## config.mk

```make
export PLATFORM = sky130hd
export DESIGN_NAME = mem_arbiter
export DESIGN_NICKNAME = d
export VERILOG_FILES = /design/src/rtl/mem_arbiter.sv
export SDC_FILE = /design/constraint.sdc
export NUM_CORES = 1
export LEC_CHECK = 0
export CORE_MARGIN = 1.5
export CORE_UTILIZATION = 37
export CTS_BUF_LIST = sky130_fd_sc_hd__clkbuf_16
export DETAILED_ROUTE_END_ITERATION = 10
export PLACE_DENSITY = 0.77
export SLEW_MARGIN = 30
export SYNTH_ARGS = -nofsm -noshare
export SYNTH_HDL_FRONTEND = slang
export SYNTH_SLANG_ARGS = --single-unit
export TNS_END_PERCENT = 5
```

## constraint.sdc

```tcl
create_clock -name clk -period 1.56 [get_ports clk]
set_clock_uncertainty 0.05 [all_clocks]
set_input_delay 0.156 -clock clk [delete_from_list [all_inputs] [get_ports clk]]
set_output_delay 0.156 -clock clk [all_outputs]
set_load 0.05 [all_outputs]
```

## src/rtl/mem_arbiter.sv

```systemverilog
// Arbiter that shares one byte-serial memory controller between instruction fetch and the load/store buffer.
// Define MEM_ARB_PERF_EN to add the grant and stall performance counters.
module mem_arbiter #(
    parameter int STARVE_LIM = 8,
    parameter int IF_LEN     = 64
) (
    input  logic        clk,
    input  logic        rst,
    input  logic        rdy,
    input  logic        rollback,
    input  logic        if_req,
    input  logic [31:0] if_addr,
    output logic        if_done,
    input  logic        lsb_req,
    input  logic        lsb_wr,
    input  logic [31:0] lsb_addr,
    input  logic [2:0]  lsb_len,
    input  logic [31:0] lsb_wdata,
    output logic        lsb_done,
    output logic        mc_en,
    output logic        mc_wr,
    output logic [31:0] mc_addr,
    output logic [6:0]  mc_len,
    output logic [31:0] mc_wdata,
    input  logic        mc_done
`ifdef MEM_ARB_PERF_EN
    ,
    output logic [31:0] perf_if_cnt,
    output logic [31:0] perf_lsb_cnt,
    output logic [31:0] perf_stall_cnt
`endif
);

    typedef enum logic [2:0] {
        IDLE,
        GNT_IF,
        GNT_LSB,
        DRAIN,
        GAP
    } state_t;

    localparam logic [7:0] LIM      = 8'(STARVE_LIM);
    localparam logic [6:0] IF_LEN_W = 7'(IF_LEN);

    state_t      state, state_nxt;
    logic [7:0]  starve, starve_nxt;
    logic        mc_en_nxt, mc_wr_nxt;
    logic [31:0] mc_addr_nxt, mc_wdata_nxt;
    logic [6:0]  mc_len_nxt;
    logic        if_done_q, if_done_nxt;
    logic        lsb_done_q, lsb_done_nxt;
    logic        grant_if, grant_lsb;
    logic        cancel;

    function automatic logic [7:0] sat_inc(input logic [7:0] v);
        return (v == 8'hFF) ? v : v + 8'd1;
    endfunction

    // A load or fetch can be abandoned on rollback; a store is already committed.
    assign cancel = rollback && ((state == GNT_IF) || ((state == GNT_LSB) && !mc_wr));

    always_comb begin
        state_nxt    = state;
        mc_en_nxt    = mc_en;
        mc_wr_nxt    = mc_wr;
        mc_addr_nxt  = mc_addr;
        mc_len_nxt   = mc_len;
        mc_wdata_nxt = mc_wdata;
        if_done_nxt  = 1'b0;
        lsb_done_nxt = 1'b0;
        grant_if     = 1'b0;
        grant_lsb    = 1'b0;
        case (state)
            IDLE: begin
                if (!rollback) begin
                    if (lsb_req && (!if_req || (starve < LIM))) begin
                        grant_lsb    = 1'b1;
                        mc_en_nxt    = 1'b1;
                        mc_wr_nxt    = lsb_wr;
                        mc_addr_nxt  = lsb_addr;
                        mc_len_nxt   = {4'd0, lsb_len};
                        mc_wdata_nxt = lsb_wdata;
                        state_nxt    = GNT_LSB;
                    end else if (if_req) begin
                        grant_if     = 1'b1;
                        mc_en_nxt    = 1'b1;
                        mc_wr_nxt    = 1'b0;
                        mc_addr_nxt  = if_addr;
                        mc_len_nxt   = IF_LEN_W;
                        mc_wdata_nxt = '0;
                        state_nxt    = GNT_IF;
                    end
                end
            end
            GNT_IF, GNT_LSB: begin
                if (mc_done) begin
                    mc_en_nxt = 1'b0;
                    state_nxt = GAP;
                    if (!cancel) begin
                        if_done_nxt  = (state == GNT_IF);
                        lsb_done_nxt = (state == GNT_LSB);
                    end
                end else if (cancel) begin
                    state_nxt = DRAIN;
                end
            end
            DRAIN: begin
                if (mc_done) begin
                    mc_en_nxt = 1'b0;
                    state_nxt = GAP;
                end
            end
            GAP:     state_nxt = IDLE;
            default: state_nxt = IDLE;
        endcase
    end

    always_comb begin
        starve_nxt = starve;
        if (!if_req || grant_if) begin
            starve_nxt = 8'd0;
        end else if (state != GNT_IF) begin
            starve_nxt = sat_inc(starve);
        end
    end

    always_ff @(posedge clk or negedge rst) begin
        if (!rst) begin
            state      <= IDLE;
            starve     <= 8'd0;
            mc_en      <= 1'b0;
            mc_wr      <= 1'b0;
            mc_addr    <= '0;
            mc_len     <= '0;
            mc_wdata   <= '0;
            if_done_q  <= 1'b0;
            lsb_done_q <= 1'b0;
        end else if (rdy) begin
            state      <= state_nxt;
            starve     <= starve_nxt;
            mc_en      <= mc_en_nxt;
            mc_wr      <= mc_wr_nxt;
            mc_addr    <= mc_addr_nxt;
            mc_len     <= mc_len_nxt;
            mc_wdata   <= mc_wdata_nxt;
            if_done_q  <= if_done_nxt;
            lsb_done_q <= lsb_done_nxt;
        end
    end

    // Done pulses are held in their registers while stalled and reappear once rdy returns.
    assign if_done  = if_done_q & rdy;
    assign lsb_done = lsb_done_q & rdy;

`ifdef MEM_ARB_PERF_EN
    always_ff @(posedge clk or negedge rst) begin
        if (!rst) begin
            perf_if_cnt    <= 32'd0;
            perf_lsb_cnt   <= 32'd0;
            perf_stall_cnt <= 32'd0;
        end else if (rdy) begin
            if (grant_if) begin
                perf_if_cnt <= perf_if_cnt + 32'd1;
            end
            if (grant_lsb) begin
                perf_lsb_cnt <= perf_lsb_cnt + 32'd1;
            end
            if ((if_req || lsb_req) && (state != IDLE)) begin
                perf_stall_cnt <= perf_stall_cnt + 32'd1;
            end
        end
    end
`endif

endmodule

```

==> results of run 1 <==
==> path summary, 6_finish.rpt <==
kind / startpoint / slack, ps / cells after the start / to
max in group asynchronous: rst / 610 / 3 / state[0]
min reg2reg: mc_addr[27] / 440 / 2 / mc_addr[27]
max reg2reg: state[2] / -210 / 6 / mc_wdata[31]
min in group clk: lsb_wdata[30] / 370 / 2 / mc_wdata[30]
max: state[2] / -210 / 6 / mc_wdata[31]
min: rst / 250 / 2 / mc_addr[6]
==> cell type report <==
cell class	count	area [um2]
fillers	791	3376
repair buffers	225	2168
flip-flops and latches	83	2077
multi-input cells	217	1595
clock buffers	9	225.2
well taps	133	166.4
clock inverters	7	102.6
inverters	5	18.77
==> per-layer routing <==
| layer | GRT usage | vias up | share of wire |
|---|---|---|---|
| met4 | 0.07796 | 0 | 0.021 |
| met1 | 0.2202 | 1638 | 0.41 |
| met2 | 0.3249 | 125 | 0.50 |
| li1 | - | 1621 | - |
| met3 | 0.03729 | 22 | 0.073 |
| met5 | 0 | - | 0 |
==> per-stage QoR <==
step	cell area [um2]	setup TNS (ps)	total power, W	setup WS [ps]
finish	6354	-10850	0.01274	-212.8
global route	6354	-14680	0.01332	-256.9
CTS	6112	-8663	0.01248	-157.6
detailed placement	5689	-22720	0.009968	-373.6
global placement	5689	-21510	0.009823	-353.2
floorplan	3736	-7416	0.007689	-152.3
==> cell families (layout without fill, tap and decap cells) <==
kind of cell,count (synthesis),count (layout),synth area share
multiplexers,35,35,0.09517
buffers and inverters,31,246,0.04556
other,1,3,0.001012
AO/OA/AOI/OAI,104,104,0.1914
AND/OR/NAND/NOR,73,74,0.1033
adder cells (fa/ha/maj),1,1,0.003374
flip-flops,83,83,0.5602
==> timing repair <==
action	in CTS	in global routing
buffers inserted	4	5
endpoints found under the hold margin	32	0
pin swaps	28	16
endpoints found under the setup margin	79	82
gates cloned	1	5
gates resized for setup	38	21
hold buffers	1	0
==> layout by cell type (no fill, tap or decap), drive strengths merged, types with 5 or more instances in the layout <==
cell type / n
buf: 115
clkdlybuf4s50: 105
dfrtp: 83
o21ai: 40
nand2: 39
a22o: 37
mux2i: 33
clkbuf: 13
a21oi: 9
inv: 9
nor2: 7
a31oi: 5
==> worst reg2reg max path, stage by stage, from the launching register on <==
cell and delay, ps:
sky130_fd_sc_hd__dfrtp_1 380, sky130_fd_sc_hd__or3_4 440, sky130_fd_sc_hd__buf_6 140, sky130_fd_sc_hd__nor3_4 260, sky130_fd_sc_hd__buf_12 160, sky130_fd_sc_hd__clkbuf_16 150, sky130_fd_sc_hd__a22o_1 130
==> report_power, final <==
group / internal, W / leakage (nW) / switching (W)
Sequential: 0.00301 / 1.07 / 0.000507
Clock: 0.00143 / 0.163 / 0.000928
Combinational: 0.00251 / 1.77 / 0.00435
==> sequential cells by signal, summed over array words and instances, names as in the netlist <==
| signal | flops |
|---|---|
| lsb_done_q | 1 |
| state | 3 |
| mc_wr | 1 |
| mc_len | 4 |
| mc_addr | 32 |
| mc_en | 1 |
| mc_wdata | 32 |
| if_done_q | 1 |
| starve | 8 |
==> flow_metrics.py, run 1 <==
metrics = {
    "outcome": {
        "outcome": "finished with violations",
        "violations": "negative setup slack",
    },
    "pwr": {
        "static-leakage-power_nw": 2.995,
        "vdd.ir_drop.worst_mv": 1.152,
        "p_per_area_nw_per_um2": 2005,
    },
    "worst_setup_path": {
        "family_of_cells_with_the_greatest_summed_delay_on_the_critical_path": "simple AND/OR/NAND/NOR gates",
        "crit_buf_inv": 3,
        "critPathLaunchType": "flop",
        "critPathMaxFanout": 9,
        "timing.setup.critical_path_class": "flop to flop",
        "timing.critical_path.to_type": "flop",
        "critPathSlowestCell": "sky130_fd_sc_hd__or3_4",
        "worst_path_largest_cell_delay_ps": 440,
        "worst_path_required_ps": 1780,
        "arrival_ps": 1990,
        "crit_path_cell_trace": "or3_4, buf_6, nor3_4, buf_12, clkbuf_16, a22o_1",
    },
    "logic_synthesis": {
        "netlist.area_leader.share": 0.5602,
        "postSynthRegisterBits": 83,
        "synth_area_leaders": "sky130_fd_sc_hd__dfrtp_1 56%, sky130_fd_sc_hd__mux2i_1 8.9%, sky130_fd_sc_hd__a22o_1 8.7%",
        "synth_ff_type": "sky130_fd_sc_hd__dfrtp_1",
        "synth_top_area_cell": "sky130_fd_sc_hd__dfrtp_1",
        "synth_edf_count": 0,
        "syn_area_um2": 3707,
        "avgSynthCellArea_um2": 11.30,
        "yosys_warnings": 0,
        "netlist_instances": 328,
        "post_synth_most_frequent_cells": "83 x sky130_fd_sc_hd__dfrtp_1, 40 x sky130_fd_sc_hd__o21ai_0, 39 x sky130_fd_sc_hd__nand2_1",
        "postSynth.asyncResetShare": 1.000,
        "synth_most_common_cell": "sky130_fd_sc_hd__dfrtp_1",
        "ys_seq_area_frac": 0.5602,
        "yosysUniqueCellTypes": 43,
    },
    "layout": {
        "final_util": 0.6530,
        "fraction_of_final_layout_cells_with_drive_strength_greater_than_1": 0.2967,
        "layout-area-overhead-vs-synth_pct": 71.38,
        "finalNetCount": 649,
        "instances_no_fill": 679,
        "num_antenna_cells": 0,
    },
    "placement": {
        "gp_routability_congestion": 0.9034,
        "dp_cells": 647,
        "dp_hpwl_um": 7696,
        "placement.io_buffers": 178,
    },
    "global_route": {
        "overflow": 0,
        "first_global_vias": 3192,
        "pin_count_of_the_biggest_net_entering_global_routing": 41,
        "grt.total_usage": 0.1848,
        "first_pass_grt_wire_length_um": 15170,
        "grt_antenna_before_repair": 0,
    },
    "drt": {
        "avgViaCountPerCell": 5.016,
        "detail_route.first_pass.iterations": 4,
        "dr.first_iter.drc_count": 80,
        "drc": 0,
        "num_vias": 3406,
        "post_drt_wl_per_cell_um": 16.29,
        "final_antenna_net_count": 0,
        "post_route_wl_um": 11060,
    },
    "floorplan": {
        "initial_core_util": 0.3810,
        "die_w_um": 103.1,
        "die-area_um2": 10630,
        "design.portCount": 182,
        "rows": 36,
        "height_of_the_die_um": 103.1,
        "placeableCoreArea_um2": 9729,
    },
    "clock_network": {
        "max-clock-path-buffers": 2,
        "htree_levels": 3,
        "cts_tree": "done",
        "clk_pin_slew_ps": 70,
        "clk-insertion-delay-late_ps": 330,
        "clkSinkCount": 83,
        "cts-buffers-inserted": 9,
        "clk_root_buffer_cell": "sky130_fd_sc_hd__clkbuf_16",
    },
    "min_path": {
        "min-delay-path-class": "input port to async pin",
    },
    "sta": {
        "post-route-worst-setup-slack_ps": -212.8,
        "period_needed_ps": 1773,
        "unrepaired_setup_endpoints_after_global_routing": "true",
        "slew_viol_final": 0,
        "finalHoldViolations": 0,
        "layout_worst_path_cycle_share": 1.136,
        "final.hold.worst_slack_ps": 253.4,
        "max_clock_freq_mhz": 564.1,
        "finish_stage_setup_viols": 80,
    },
    "flow_run": {
        "max_cap_viol_count": 0,
    },
}
Note: power is estimated with default switching activity, not from simulation.
==> run 2, diff against run 1 <==
ABC_CLOCK_PERIOD_IN_PS = 1560   (was default)
==> results of run 2 <==
No change in the layout: final DEF, timing and power equal those of run 1.
==> run 3, diff against run 2 <==
ABC_CLOCK_PERIOD_IN_PS = default   (was 1560)
==> results of run 3 <==
No change in the layout: final DEF, timing and power equal those of run 1.
